`src/rtl/fb_pkg.sv`:
```
// Framebuffer geometry, pixel width and writer state encoding, shared by the
// writer and the display path.
package fb_pkg;

    localparam int unsigned H_RES    = 320;
    localparam int unsigned V_RES    = 240;
    localparam int unsigned ADDR_W   = 17;
    localparam int unsigned FB_DEPTH = H_RES * V_RES;
    localparam int unsigned PIX_W    = 12;

    typedef enum logic [1:0] {
        ST_IDLE   = 2'd0,
        ST_STREAM = 2'd1,
        ST_CLEAR  = 2'd2
    } fb_state_e;

endpackage

```
`src/rtl/fb_writer_if.sv`:
```
// Pixel stream input plus framebuffer write port of the framebuffer writer.
interface fb_writer_if #(
    parameter int unsigned ADDR_W = fb_pkg::ADDR_W
) ();

    logic                      in_valid;
    logic                      in_ready;
    logic [fb_pkg::PIX_W-1:0]  in_data;
    logic                      in_sof;
    logic                      fb_we;
    logic [ADDR_W-1:0]         fb_addr;
    logic [fb_pkg::PIX_W-1:0]  fb_wdata;

    // master: pixel source / framebuffer observer; slave: the writer
    modport master (
        output in_valid, in_data, in_sof,
        input  in_ready, fb_we, fb_addr, fb_wdata
    );

    modport slave (
        input  in_valid, in_data, in_sof,
        output in_ready, fb_we, fb_addr, fb_wdata
    );

endinterface

```
`src/rtl/fb_xy_counter.sv`:
```
// Raster position counter: x/y with line and frame wrap, plus a linear address
// kept in step by increment so no multiplier is needed.
module fb_xy_counter #(
    parameter int unsigned H_RES  = fb_pkg::H_RES,
    parameter int unsigned V_RES  = fb_pkg::V_RES,
    parameter int unsigned ADDR_W = fb_pkg::ADDR_W
) (
    input  logic              clk,
    input  logic              rst,
    input  logic              restart,
    input  logic              step,
    output logic [ADDR_W-1:0] addr,
    output logic              last
);

    localparam int unsigned XW = (H_RES > 1) ? $clog2(H_RES) : 1;
    localparam int unsigned YW = (V_RES > 1) ? $clog2(V_RES) : 1;

    logic [XW-1:0]     x_q, x_d, bx;
    logic [YW-1:0]     y_q, y_d, by;
    logic [ADDR_W-1:0] a_q, a_d, ba;

    // restart rebases to pixel 0; with step also set, that pixel is consumed
    always_comb begin
        bx  = restart ? '0 : x_q;
        by  = restart ? '0 : y_q;
        ba  = restart ? '0 : a_q;
        x_d = bx;
        y_d = by;
        a_d = ba;
        if (step) begin
            if (bx == XW'(H_RES - 1)) begin
                x_d = '0;
                if (by == YW'(V_RES - 1)) begin
                    y_d = '0;
                    a_d = '0;
                end else begin
                    y_d = by + YW'(1);
                    a_d = ba + ADDR_W'(1);
                end
            end else begin
                x_d = bx + XW'(1);
                a_d = ba + ADDR_W'(1);
            end
        end
    end

    always_ff @(posedge clk) begin
        if (rst) begin
            x_q <= '0;
            y_q <= '0;
            a_q <= '0;
        end else begin
            x_q <= x_d;
            y_q <= y_d;
            a_q <= a_d;
        end
    end

    assign addr = a_q;
    assign last = (x_q == XW'(H_RES - 1)) && (y_q == YW'(V_RES - 1));

endmodule

```
`src/rtl/fb_writer.sv`:
```
// Streams RGB444 pixels into a linear framebuffer and, when built with
// FB_WRITER_CLEAR_EN, fills the whole buffer with a colour on request.
module fb_writer
    import fb_pkg::*;
#(
    parameter int unsigned H_RES  = fb_pkg::H_RES,
    parameter int unsigned V_RES  = fb_pkg::V_RES,
    parameter int unsigned ADDR_W = fb_pkg::ADDR_W
) (
    input  logic             clk,
    input  logic             rst,
    fb_writer_if.slave       bus,
    input  logic             clear_req,
    input  logic [PIX_W-1:0] clear_color,
    output logic             busy,
    output logic             frame_done,
    output logic             sof_err
);

    fb_state_e         state_q, state_d;
    logic              we_q, we_d;
    logic [ADDR_W-1:0] addr_q, addr_d;
    logic [PIX_W-1:0]  data_q, data_d;
    logic              done_q, done_d;
    logic              err_q, err_d;
    logic              cnt_restart, cnt_step, cnt_last;
    logic [ADDR_W-1:0] cnt_addr;
    logic              clr_c, ready_c, accept_c;

`ifdef FB_WRITER_CLEAR_EN
    logic [PIX_W-1:0]  color_q, color_d;
    assign clr_c = clear_req;
`else
    logic              unused_clear;
    assign clr_c        = 1'b0;
    assign unused_clear = ^{clear_req, clear_color};
`endif

    // a clear request in IDLE takes the cycle away from the pixel stream
    assign ready_c  = !rst && (((state_q == ST_IDLE) && !clr_c) || (state_q == ST_STREAM));
    assign accept_c = bus.in_valid && ready_c;

    fb_xy_counter #(
        .H_RES  (H_RES),
        .V_RES  (V_RES),
        .ADDR_W (ADDR_W)
    ) u_cnt (
        .clk     (clk),
        .rst     (rst),
        .restart (cnt_restart),
        .step    (cnt_step),
        .addr    (cnt_addr),
        .last    (cnt_last)
    );

    always_comb begin
        state_d     = state_q;
        we_d        = 1'b0;
        addr_d      = addr_q;
        data_d      = data_q;
        done_d      = 1'b0;
        err_d       = 1'b0;
        cnt_restart = 1'b0;
        cnt_step    = 1'b0;
`ifdef FB_WRITER_CLEAR_EN
        color_d     = color_q;
`endif
        case (state_q)
            ST_IDLE: begin
`ifdef FB_WRITER_CLEAR_EN
                if (clear_req) begin
                    color_d     = clear_color;
                    cnt_restart = 1'b1;
                    state_d     = ST_CLEAR;
                end else
`endif
                if (accept_c && bus.in_sof) begin
                    we_d        = 1'b1;
                    addr_d      = '0;
                    data_d      = bus.in_data;
                    cnt_restart = 1'b1;
                    cnt_step    = 1'b1;
                    state_d     = ST_STREAM;
                end
            end
            ST_STREAM: begin
                if (accept_c) begin
                    we_d     = 1'b1;
                    data_d   = bus.in_data;
                    cnt_step = 1'b1;
                    if (bus.in_sof) begin
                        addr_d      = '0;
                        cnt_restart = 1'b1;
                        err_d       = 1'b1;
                    end else begin
                        addr_d = cnt_addr;
                        if (cnt_last) begin
                            done_d  = 1'b1;
                            state_d = ST_IDLE;
                        end
                    end
                end
            end
`ifdef FB_WRITER_CLEAR_EN
            ST_CLEAR: begin
                we_d     = 1'b1;
                addr_d   = cnt_addr;
                data_d   = color_q;
                cnt_step = 1'b1;
                if (cnt_last) begin
                    done_d  = 1'b1;
                    state_d = ST_IDLE;
                end
            end
`endif
            default: state_d = ST_IDLE;
        endcase
    end

    always_ff @(posedge clk) begin
        if (rst) begin
            state_q <= ST_IDLE;
            we_q    <= 1'b0;
            addr_q  <= '0;
            data_q  <= '0;
            done_q  <= 1'b0;
            err_q   <= 1'b0;
`ifdef FB_WRITER_CLEAR_EN
            color_q <= '0;
`endif
        end else begin
            state_q <= state_d;
            we_q    <= we_d;
            addr_q  <= addr_d;
            data_q  <= data_d;
            done_q  <= done_d;
            err_q   <= err_d;
`ifdef FB_WRITER_CLEAR_EN
            color_q <= color_d;
`endif
        end
    end

    assign bus.in_ready = ready_c;
    assign bus.fb_we    = we_q;
    assign bus.fb_addr  = addr_q;
    assign bus.fb_wdata = data_q;
    assign busy         = (state_q != ST_IDLE);
    assign frame_done   = done_q;
    assign sof_err      = err_q;

endmodule

```
`src/flat_wrapper.sv`:
```
// flat-port wrapper written by rule: the top's interface ports become plain ports
module fb_writer_flat import fb_pkg::*;
#(
    parameter int unsigned H_RES  = fb_pkg::H_RES,
    parameter int unsigned V_RES  = fb_pkg::V_RES,
    parameter int unsigned ADDR_W = fb_pkg::ADDR_W
)
  (clk, rst, clear_req, clear_color, busy, frame_done, sof_err, bus_in_valid, bus_in_data, bus_in_sof, bus_in_ready, bus_fb_we, bus_fb_addr, bus_fb_wdata);
  fb_writer_if #(.ADDR_W(ADDR_W)) bus_i ();
  input  logic clk;
  input  logic rst;
  input  logic clear_req;
  input  logic [PIX_W-1:0] clear_color;
  output logic busy;
  output logic frame_done;
  output logic sof_err;
  input wire logic [$bits(bus_i.in_valid)-1:0] bus_in_valid;
  input wire logic [$bits(bus_i.in_data)-1:0] bus_in_data;
  input wire logic [$bits(bus_i.in_sof)-1:0] bus_in_sof;
  output wire logic [$bits(bus_i.in_ready)-1:0] bus_in_ready;
  output wire logic [$bits(bus_i.fb_we)-1:0] bus_fb_we;
  output wire logic [$bits(bus_i.fb_addr)-1:0] bus_fb_addr;
  output wire logic [$bits(bus_i.fb_wdata)-1:0] bus_fb_wdata;
  assign bus_i.in_valid = bus_in_valid;
  assign bus_i.in_data = bus_in_data;
  assign bus_i.in_sof = bus_in_sof;
  assign bus_in_ready = bus_i.in_ready;
  assign bus_fb_we = bus_i.fb_we;
  assign bus_fb_addr = bus_i.fb_addr;
  assign bus_fb_wdata = bus_i.fb_wdata;
  fb_writer #(.H_RES(H_RES), .V_RES(V_RES), .ADDR_W(ADDR_W)) u_core (.clk(clk), .rst(rst), .bus(bus_i), .clear_req(clear_req), .clear_color(clear_color), .busy(busy), .frame_done(frame_done), .sof_err(sof_err));
endmodule
```
`config.mk`:
```
export PLATFORM = sky130hd
export DESIGN_NAME = fb_writer_flat
export DESIGN_NICKNAME = d
export VERILOG_FILES = /design/src/rtl/fb_pkg.sv /design/src/rtl/fb_writer_if.sv /design/src/rtl/fb_xy_counter.sv /design/src/rtl/fb_writer.sv /design/src/flat_wrapper.sv
export SDC_FILE = /design/constraint.sdc
export NUM_CORES = 1
export LEC_CHECK = 0
export ABC_AREA = 1
export ABC_CLOCK_PERIOD_IN_PS = 2600
export BUFFER_PORTS_ARGS = -buffer_cell sky130_fd_sc_hd__buf_2
export CORE_ASPECT_RATIO = 1.2
export CORE_MARGIN = 2
export CORE_UTILIZATION = 54
export CTS_BUF_LIST = sky130_fd_sc_hd__clkbuf_8 sky130_fd_sc_hd__clkbuf_16
export CTS_CLUSTER_DIAMETER = 80
export DETAILED_ROUTE_END_ITERATION = 10
export GPL_TIMING_DRIVEN = 0
export PLACE_DENSITY = 0.85
export SYNTH_ARGS = -nofsm -noshare
export SYNTH_HDL_FRONTEND = slang
export SYNTH_SLANG_ARGS = --single-unit
```
`constraint.sdc`:
```
create_clock -name clk -period 2.6 [get_ports clk]
set_input_delay 0.13 -clock clk [delete_from_list [all_inputs] [get_ports clk]]
set_output_delay 0.13 -clock clk [all_outputs]
set_load 0.02 [all_outputs]
```
==> reports/qor.yml, run 1 <==
hp-start: "bus_in_data[10]"
tns_ns: 0
worstPathArrival_ns: 2.59
grt_pass1_vias: 2810
worst_pin_slew_ns: 0.557
synth_area_mm2: 0.00303
grt_use_total_pct: 24.4
r2r-start: "u_core.u_cnt.x_q[0]"
drt-pass1-iter-count: 4
setup_viol: 0
die_y_um: 86.0
critPathKind: "in2reg"
port_buffers: 49
vias_per_cell: 5.29
drv_cap: 0
worst-path-max-fanout: 10
dominantRegCellSynth: "dfxtp_1"
synth_most_common_cell: "nand2_1"
timing.final.crit_period_ns: 2.35
synth_edf_count: 0
grt_pass1_wl_um: 12100
fmax_ghz: 0.425
p_total_mw: 2.14
rows: 29
timing.rr.end: "u_core.u_cnt.addr[2]"
cpMostUsedCell: "buf_2"
clkTransAtPathRegs_ns: 0.08
antenna_found_initial: 0
hp-class: "in2reg"
cts_sinks: 67
path_cells: "buf_2 -> inv_2 -> nand3_4 -> buf_2 -> buf_1 -> nand2_1 -> inv_1 -> ha_1 -> and3_1 -> nand4_1 -> o21ai_2 -> buf_2 -> nor3b_1"
syn_area_per_cell_um2: 6.82
num_antenna_cells: 0
hold_viol_final: 2
r2r_cells: 9
overflow: 0
start_util_pct: 56.8
detail_route.wl_per_cell_um: 12.3
grt_max_degree: 13
cts_buffer_depth: 2
drive_gt1_share_pct: 17.1
ios: 63
ys.warnings.count: 0
crit_path_max_incr_delay_ns: 0.44
coreArea_mm2: 0.00533
holdPathStages: 3
yosys-top-cells-count: "nand2_1 (118), nor2_1 (81), dfxtp_1 (67)"
area_growth_pct: 17.8
postSynthCellCount: 444
synthTopCellsByArea: "dfxtp_1 (44%), nand2_1 (15%), nor2_1 (10%)"
synth_top_area_share_pct: 44.3
cp.required_ns: 2.83
status: "finished, violations left"
r2r_slack_ns: 0.59
yosys.area.top_type: "dfxtp_1"
crit_path_end_kind: "flip-flop"
critPathSlowestCell: "buf_1"
failed_checks: "hold timing"
ys_ff_latch: 67
cp-start-kind: "input pin"
fin_hold_ws_ns: -0.00317
syn_nets: 475
fin_crit_sh_pct: 90.5
ant_nets: 0
holdPathEnd: "u_core.bus.fb_wdata[10]"
place_inst: 555
async_reset_ff_share_pct: 0
insertion_delay_ns: 0.35
drt_iter0_markers: 288
post_cts_resized: 0
rsz0062_at_grt: "false"
routabilityCongestion: 0.942
report.final.slew_viol_count: 0
power_leakage_nw: 1.50
vdd_drop_max_mv: 0.481
skew_ns: 0.00572
p_per_area_mw_per_mm2: 601
cts_setup_buffers: 0
fin_cells: 571
h-tree-depth: 3
drc: 0
cts-root-buf: "clkbuf_8"
cts_hold_buf: 0
die_w_um: 72.4
ys_seq_area_share_pct: 44.3
drt-total-wl_um: 7050
via_count: 3021
cts_tree: "built"
cts_buffers: 9
dp_hpwl_um: 5120
fin_nets: 535
maxSlewHeadroom_pct: 62.7
synth_cell_types: 31
die_area_mm2: 0.00623
worst max path at each step:
| stage | startpoint | slack [ns] | end |
|---|---|---|---|
| final | rst | 0.25 | u_core.u_cnt.addr[2] |
| after global routing | rst | 0.04 | u_core.u_cnt.y_q[0] |
| after CTS | rst | 0.27 | u_core.u_cnt.addr[2] |
| after detailed placement | rst | -0.02 | u_core.u_cnt.addr[2] |
| after global placement | rst | 0.04 | u_core.u_cnt.addr[6] |
| after floorplan | rst | 0.71 | u_core.u_cnt.addr[6] |
metal layers:
layer	global-route usage (%)	part of all wire [%]	vias to the layer above
li1	-	-	1541
met1	29.0	42	1390
met2	42.1	51	76
met3	3.76	5.4	14
met4	12.5	1.8	0
met5	0	0	-
sequential cells by signal, indices dropped and copies added, names as in the netlist:
| name | count |
|---|---|
| u_core.bus.fb_wdata | 12 |
| u_core.bus.fb_addr | 17 |
| u_core.frame_done | 1 |
| u_core.u_cnt.y_q | 8 |
| u_core.u_cnt.x_q | 9 |
| u_core.bus.fb_we | 1 |
| u_core.state_q | 1 |
| u_core.sof_err | 1 |
| u_core.u_cnt.addr | 17 |
cell families after synthesis:
| group | after synthesis | share of synthesized area, % |
|---|---|---|
| xor+xnor | 2 | 0.578 |
| simple gates | 250 | 35.1 |
| buf+inv | 58 | 7.56 |
| fa+ha+maj | 2 | 0.826 |
| compound gates | 65 | 11.6 |
| flops | 67 | 44.3 |
layout make-up:
| class | instances | area, µm² |
|---|---|---|
| inverter | 43 | 161 |
| fill | 482 | 1770 |
| clock buffer | 9 | 124 |
| multi-input combinational | 319 | 1460 |
| clock inverter | 7 | 91.3 |
| tap | 62 | 77.6 |
| sequential | 67 | 1340 |
| timing repair buffer | 49 | 245 |
| buffer | 15 | 67.6 |
critical path, delay by kind of cell:
family	cells	cell delay, ns
buffers and inverters	6	1.28
adder cells (fa/ha/maj)	1	0.18
AO/OA/AOI/OAI	1	0.29
AND/OR/NAND/NOR	5	0.70
per-stage QoR:
stage	area [µm²]	utilization (%)	worst slack (ns)
floorplan	3030	-	0.709
global placement	3350	62.8	0.0353
detailed placement	3350	62.8	-0.0208
CTS	3570	66.9	0.270
global route	3570	66.9	0.0444
finish	3570	66.9	0.246
layout by cell type (no fill, tap or decap):
| master | instances |
|---|---|
| o21bai_1 | 1 |
| nand3_1 | 14 |
| o21a_1 | 1 |
| nor4_1 | 1 |
| nand3_4 | 1 |
| and3_1 | 1 |
| o21ai_0 | 21 |
| xnor2_1 | 1 |
| a22oi_1 | 1 |
| xor2_1 | 1 |
| nand2_1 | 118 |
| inv_1 | 39 |
| and2_1 | 1 |
| o22ai_1 | 1 |
| nand3_2 | 2 |
| buf_1 | 1 |
| nor2_1 | 81 |
| a21oi_1 | 33 |
| nand4_1 | 9 |
| nor2_2 | 7 |
| clkinv_2 | 3 |
| ha_1 | 2 |
| nor3_1 | 9 |
| dfxtp_1 | 67 |
| inv_2 | 4 |
| o21ai_2 | 1 |
| inv_6 | 1 |
| nand3b_1 | 2 |
| nor3b_1 | 4 |
| bufinv_16 | 2 |
| buf_2 | 55 |
| buf_4 | 1 |
| clkbuf_1 | 7 |
| a211oi_1 | 6 |
| clkbuf_8 | 9 |
| clkinvlp_4 | 1 |
report_power, final:
group | total (mW) | leakage (nW) | switching, mW | internal (mW)
combinational | 0.139 | 0.847 | 0.0976 | 0.0417
sequential | 1.05 | 0.542 | 0.00924 | 1.04
clock | 0.951 | 0.109 | 0.414 | 0.538
total | 2.14 | 1.50 | 0.520 | 1.62
No activity file was read; power rests on OpenSTA's default activity.
==> run 2, diff against run 1 <==
--- a/config.mk
+++ b/config.mk
@@ -16,6 +16,7 @@
 export DETAILED_ROUTE_END_ITERATION = 10
 export GPL_TIMING_DRIVEN = 0
 export PLACE_DENSITY = 0.85
+export RECOVER_POWER = 25
 export SYNTH_ARGS = -nofsm -noshare
 export SYNTH_HDL_FRONTEND = slang
 export SYNTH_SLANG_ARGS = --single-unit
==> reports/qor.yml, run 2 (synthesis results as in run 1) <==
status: "finished, violations left"
failed_checks: "hold timing"
crit_family: "buffers and inverters"
crit_path_max_incr_delay_ns: 0.44  # about the same
vias_per_cell: 5.29  # about the same
die_w_um: 72.4  # unchanged
maxSlewHeadroom_pct: 62.1  # -0.59 points
cts_buffer_depth: 2  # unchanged
overflow: 0  # unchanged
report.final.slew_viol_count: 0  # unchanged
start_util_pct: 56.8  # unchanged
ios: 63  # unchanged
h-tree-depth: 3  # unchanged
fin_crit_sh_pct: 89.7  # -0.86 points
timing.final.crit_period_ns: 2.33  # -0.0224 ns
post_cts_resized: 0  # unchanged
port_buffers: 49  # unchanged
die_area_mm2: 0.00623  # unchanged
cp.required_ns: 2.83  # about the same
worst-path-max-fanout: 10  # unchanged
dp_hpwl_um: 5120  # unchanged
cts_setup_buffers: 0  # unchanged
post-place-ws_ns: -0.0208  # unchanged
cts-root-buf: "clkbuf_8"
hp-start: "bus_in_data[10]"
holdPathEnd: "u_core.bus.fb_wdata[10]"
seq_area_mm2: 0.00134  # unchanged
crit_path_end_kind: "flip-flop"
cp-start-kind: "input pin"
drt-pass1-iter-count: 4  # unchanged
p_per_area_mw_per_mm2: 605  # +0.67%
vdd_drop_max_mv: 0.479  # -0.35%
hp-class: "in2reg"
setup_viol: 0  # unchanged
drv_cap: 0  # unchanged
cts_tree: "built"
holdPathStages: 3  # unchanged
num_antenna_cells: 0  # unchanged
drc: 0  # unchanged
r2r_cells: 9  # unchanged
final_cell_mix: "nand2_1 (118), nor2_1 (81), dfxtp_1 (67), inv_1 (39), a21oi_1 (33)"
final_common_cell: "nand2_1"
cpMostUsedCell: "buf_2"
clkTransAtPathRegs_ns: 0.08  # about the same
insertion_delay_ns: 0.35  # about the same
area_growth_pct: 16.7
r2r-start: "u_core.u_cnt.x_q[0]"
fill_cells: 501  # +3.9%
setup_ws_ns: 0.268  # +0.0224 ns
detail_route.wl_per_cell_um: 12.3  # about the same
coreArea_mm2: 0.00533  # unchanged
fin_nets: 535  # unchanged
routabilityCongestion: 0.942  # unchanged
worst_pin_slew_ns: 0.566  # +0.00887 ns
fin_cells: 571  # unchanged
via_count: 3018  # -0.099%
worstPathArrival_ns: 2.57  # -0.02 ns
drt_iter0_markers: 290  # +0.69%
hold_viol_final: 1  # -1
skew_ns: 0.00559  # -0.000125 ns
cp_num_buf_inv: 6  # unchanged
fmax_ghz: 0.429  # +0.96%
path_cells: "buf_2 -> inv_2 -> nand3_4 -> buf_2 -> buf_1 -> nand2_1 -> inv_1 -> ha_1 -> and3_1 -> nand4_1 -> o21ai_2 -> buf_2 -> nor3b_1"
cts_hold_buf: 0  # unchanged
rsz0062_at_grt: "false"
power_leakage_nw: 1.39  # -7.1%
rows: 29  # unchanged
r2r_slack_ns: 0.61  # +0.02 ns
ant_nets: 0  # unchanged
multi_input_area_mm2: 0.00146  # unchanged
place_inst: 555  # unchanged
drive_gt1_share_pct: 12.2  # -4.9 points
grt_use_total_pct: 24.4  # unchanged
critPathSlowestCell: "buf_1"
critPathKind: "in2reg"
timing.rr.end: "u_core.u_cnt.addr[2]"
cts_buffers: 9  # unchanged
grt_pass1_vias: 2810  # unchanged
cts_sinks: 67  # unchanged
drt-total-wl_um: 7050  # about the same
die_y_um: 86.0  # unchanged
antenna_found_initial: 0  # unchanged
grt_pass1_wl_um: 12100  # unchanged
grt_max_degree: 13  # unchanged
fin_hold_ws_ns: -0.00328  # -0.000103 ns
==> run 2: cell count changes in the layout (fill, tap and decap cells not counted) <==
cell | previous run | this run
buf_2 | 55 | 30
clkbuf_1 | 7 | 32
==> run 2: worst max path at each step <==
stage               startpoint              endpoint  slack, ns  cells after the start
global route               rst   u_core.u_cnt.y_q[0]       0.04                     13
floorplan                  rst  u_core.u_cnt.addr[6]       0.71                     12
detailed placement         rst  u_core.u_cnt.addr[2]      -0.02                     13
finish                     rst  u_core.u_cnt.addr[2]       0.27                     13
CTS                        rst  u_core.u_cnt.addr[2]       0.27                     13
global placement           rst  u_core.u_cnt.addr[6]       0.04                     13
==> run 2: layer usage <==
| metal | track usage (%) | share of wire, % | vias up |
|---|---|---|---|
| met1 | 29.0 | 42 | 1379 |
| met2 | 42.1 | 50 | 84 |
| met5 | 0 | 0 | - |
| met4 | 12.5 | 2.3 | 0 |
| li1 | - | - | 1539 |
| met3 | 3.76 | 5.4 | 16 |
==> run 2: area by class of cell <==
| type | count | area share [%] |
|---|---|---|
| clock buffer | 9 | 3.50 |
| sequential | 67 | 37.9 |
| tap | 62 | 2.19 |
| buffer | 15 | 1.91 |
| clock inverter | 7 | 2.58 |
| inverter | 43 | 4.56 |
| multi-input combinational | 319 | 41.3 |
| timing repair buffer | 49 | 6.05 |
==> run 2: where the power goes <==
group,total [mW],switching (mW),leakage [nW],internal [mW]
clock,0.949,0.412,0.109,0.538
sequential,1.05,0.00950,0.542,1.04
combinational,0.136,0.0975,0.741,0.0386
==> run 2: metrics by stage <==
step | hold slack [ns] | total power [mW] | area [µm²] | setup TNS (ns) | util (%)
global placement | 0.351 | 1.21 | 3350 | 0 | 62.8
detailed placement | 0.360 | 1.22 | 3350 | -0.0560 | 62.8
finish | -0.00328 | 2.14 | 3540 | 0 | 66.3
floorplan | 0.265 | 1.16 | 3030 | 0 | -
global route | 0.0138 | 2.22 | 3540 | 0 | 66.3
CTS | 0.00539 | 2.15 | 3570 | 0 | 66.9
==> run 2: worst register-to-register path: cells and delay by family (launching register included) <==
kind	cells	cell delay (ns)
fa+ha+maj	1	0.26
simple gates	5	0.64
buf+inv	2	0.35
flops	1	0.35
compound gates	1	0.28
==> run 3, diff against run 2 <==
--- a/config.mk
+++ b/config.mk
@@ -8,14 +8,17 @@
 export ABC_AREA = 1
 export ABC_CLOCK_PERIOD_IN_PS = 2600
 export BUFFER_PORTS_ARGS = -buffer_cell sky130_fd_sc_hd__buf_2
+export CAP_MARGIN = 0
+export CELL_PAD_IN_SITES_DETAIL_PLACEMENT = 0
+export CELL_PAD_IN_SITES_GLOBAL_PLACEMENT = 2
 export CORE_ASPECT_RATIO = 1.2
 export CORE_MARGIN = 2
-export CORE_UTILIZATION = 54
+export CORE_UTILIZATION = 29
 export CTS_BUF_LIST = sky130_fd_sc_hd__clkbuf_8 sky130_fd_sc_hd__clkbuf_16
 export CTS_CLUSTER_DIAMETER = 80
 export DETAILED_ROUTE_END_ITERATION = 10
 export GPL_TIMING_DRIVEN = 0
-export PLACE_DENSITY = 0.85
+export PLACE_DENSITY = 0.84
 export RECOVER_POWER = 25
 export SYNTH_ARGS = -nofsm -noshare
 export SYNTH_HDL_FRONTEND = slang
==> reports/qor.yml, run 3 (synthesis results as in run 1) <==
die_w_um: 97.3  # +34%
antenna_found_initial: 0  # unchanged
via_count: 2920  # -3.2%
grt_pass1_vias: 2835  # +0.89%
cts-root-buf: "clkbuf_16"
status: "complete, no violations"
power.switching_uw: 531  # +2.4%
skew_ns: 0.00533  # -0.000260 ns
hp-start: "bus_in_data[10]"
maxSlewHeadroom_pct: 60.6  # -1.6 points
power_leakage_nw: 1.43  # +2.5%
rows: 40  # +38%
vdd_drop_max_mv: 0.294  # -39%
overflow: 0  # unchanged
crit_start: "rst"
p_clk_share_pct: 48.5  # +4.1 points
cts_setup_buffers: 0  # unchanged
fin_nets: 535  # unchanged
p_int_mw: 1.80  # +11%
cts_hold_buf: 0  # unchanged
fin_hold_ws_ns: 0.0283  # +0.0315 ns
h-tree-depth: 3  # unchanged
seq_area_mm2: 0.00134  # unchanged
post-place-ws_ns: -0.139  # -0.119 ns
cts_sinks: 67  # unchanged
worst_pin_slew_ns: 0.589  # +0.0232 ns
path_cells: "buf_2 -> inv_2 -> nand3_4 -> buf_2 -> buf_1 -> nand2_1 -> inv_1 -> ha_1 -> and3_1 -> nand4_1 -> o21ai_2 -> buf_2 -> nor3_1"
timing.rr.end: "u_core.u_cnt.addr[6]"
ant_nets: 0  # unchanged
use_met1_pct: 17.4  # -12 points
critPathSlowestCell: "buf_1"
die_y_um: 116  # +35%
drt-pass1-iter-count: 4  # unchanged
grt_max_degree: 11  # -2
top_usage_layer: "met2"
p_sw_share_pct: 22.8  # -1.4 points
worstPathArrival_ns: 2.58  # about the same
rsz0062_at_grt: "false"
drive_gt1_share_pct: 11.8  # -0.37 points
routabilityCongestion: 0.845  # -10%
coreArea_mm2: 0.0101  # +90%
fmax_ghz: 0.420  # -2.1%
final_util_pct: 36.4  # -30 points
p_per_area_mw_per_mm2: 632  # +4.5%
vias_per_cell: 4.61  # -13%
insertion_delay_ns: 0.32  # -0.03 ns
drt-total-wl_um: 8090  # +15%
cp-start-kind: "input pin"
cp-endpoint: "u_core.u_cnt.addr[6]"
setup_viol: 0  # unchanged
r2r_cells: 9  # unchanged
hp-class: "in2reg"
num_antenna_cells: 0  # unchanged
crit_path_end_kind: "flip-flop"
timing.final.crit_period_ns: 2.38  # +0.0492 ns
post_cts_resized: 0  # unchanged
ios: 63  # unchanged
multi_input_area_mm2: 0.00146  # unchanged
hold_viol_final: 0  # -1
port_buffers: 49  # unchanged
r2r_slack_ns: 0.57  # -0.04 ns
grtUsageMet3_pct: 3.86  # +0.10 points
fill_cells: 1154  # +130%
die_area_mm2: 0.0113  # +81%
cts_tree: "built"
area_growth_pct: 21.5
drt_iter0_markers: 113  # -61%
clkTransAtPathRegs_ns: 0.05  # -0.03 ns
start_util_pct: 30.0  # -27 points
cts_buffer_depth: 2  # unchanged
report.final.slew_viol_count: 0  # unchanged
fin_crit_sh_pct: 91.6  # +1.9 points
cts_buffers: 9  # unchanged
setup_ws_ns: 0.219  # -0.0492 ns
critPathKind: "in2reg"
grtUsageMet2_pct: 27.4  # -15 points
cpMostUsedCell: "buf_2"
detail_route.wl_per_cell_um: 12.8  # +3.5%
crit_path_max_incr_delay_ns: 0.45  # about the same
final_cell_mix: "nand2_1 (118), nor2_1 (81), dfxtp_1 (67), inv_1 (40), a21oi_1 (33)"
grt_use_total_pct: 15.0  # -9.4 points
drv_cap: 0  # unchanged
p_seq_share_pct: 45.4  # -3.9 points
final_common_cell: "nand2_1"
cp.required_ns: 2.80  # -0.03 ns
dp_hpwl_um: 6030  # +18%
p_comb_share_pct: 6.1  # -0.3 points
grt_pass1_wl_um: 13500  # +12%
r2r-start: "u_core.u_cnt.x_q[0]"
tns_ns: 0  # unchanged
drc: 0  # unchanged
worst-path-max-fanout: 10  # unchanged
run 3: layout make-up:
class                           count  area share [%]
Inverter                           43            4.38
Tap cell                          126            4.28
Timing Repair Buffer               49            5.81
Buffer                             15            1.84
Clock inverter                      3           0.374
Clock buffer                       12            7.24
Multi-Input combinational cell    319            39.6
Sequential cell                    67            36.4
run 3: worst max-delay path: cells and delay by family:
family	cells	cell delay [ns]
compound gates	1	0.27
simple gates	5	0.68
buf+inv	6	1.32
fa+ha+maj	1	0.17
run 3: per-stage QoR:
stage,cell area (µm²),instances,total power [mW]
global route,3680,634,2.44
finish,3680,634,2.33
floorplan,3030,444,1.16
detailed placement,3430,619,1.22
global placement,3430,619,1.22
CTS,3710,634,2.37
run 3: worst min path at each step:
stage	to	slack, ns	cells past startpoint
finish	u_core.bus.fb_wdata[10]	0.03	3
CTS	u_core.bus.fb_wdata[10]	0.02	3
global placement	u_core.bus.fb_wdata[9]	0.35	3
floorplan	u_core.bus.fb_wdata[0]	0.26	2
global route	u_core.bus.fb_wdata[10]	0.02	3
detailed placement	u_core.bus.fb_wdata[4]	0.36	3
run 3: power groups by stage:
stage | clock (mW) | combinational, mW | sequential, mW
after floorplan | 0 | 0.0663 | 1.10
after global placement | 0 | 0.145 | 1.08
after detailed placement | 0 | 0.146 | 1.08
after CTS | 1.17 | 0.147 | 1.06
after global routing | 1.22 | 0.158 | 1.06
final | 1.13 | 0.141 | 1.06
run 3: per-layer routing:
layer / vias up / part of all wire [%]
met5: - / 0
met4: 0 / 1.4
met3: 8 / 3.9
met2: 63 / 50
met1: 1318 / 45
li1: 1531 / -
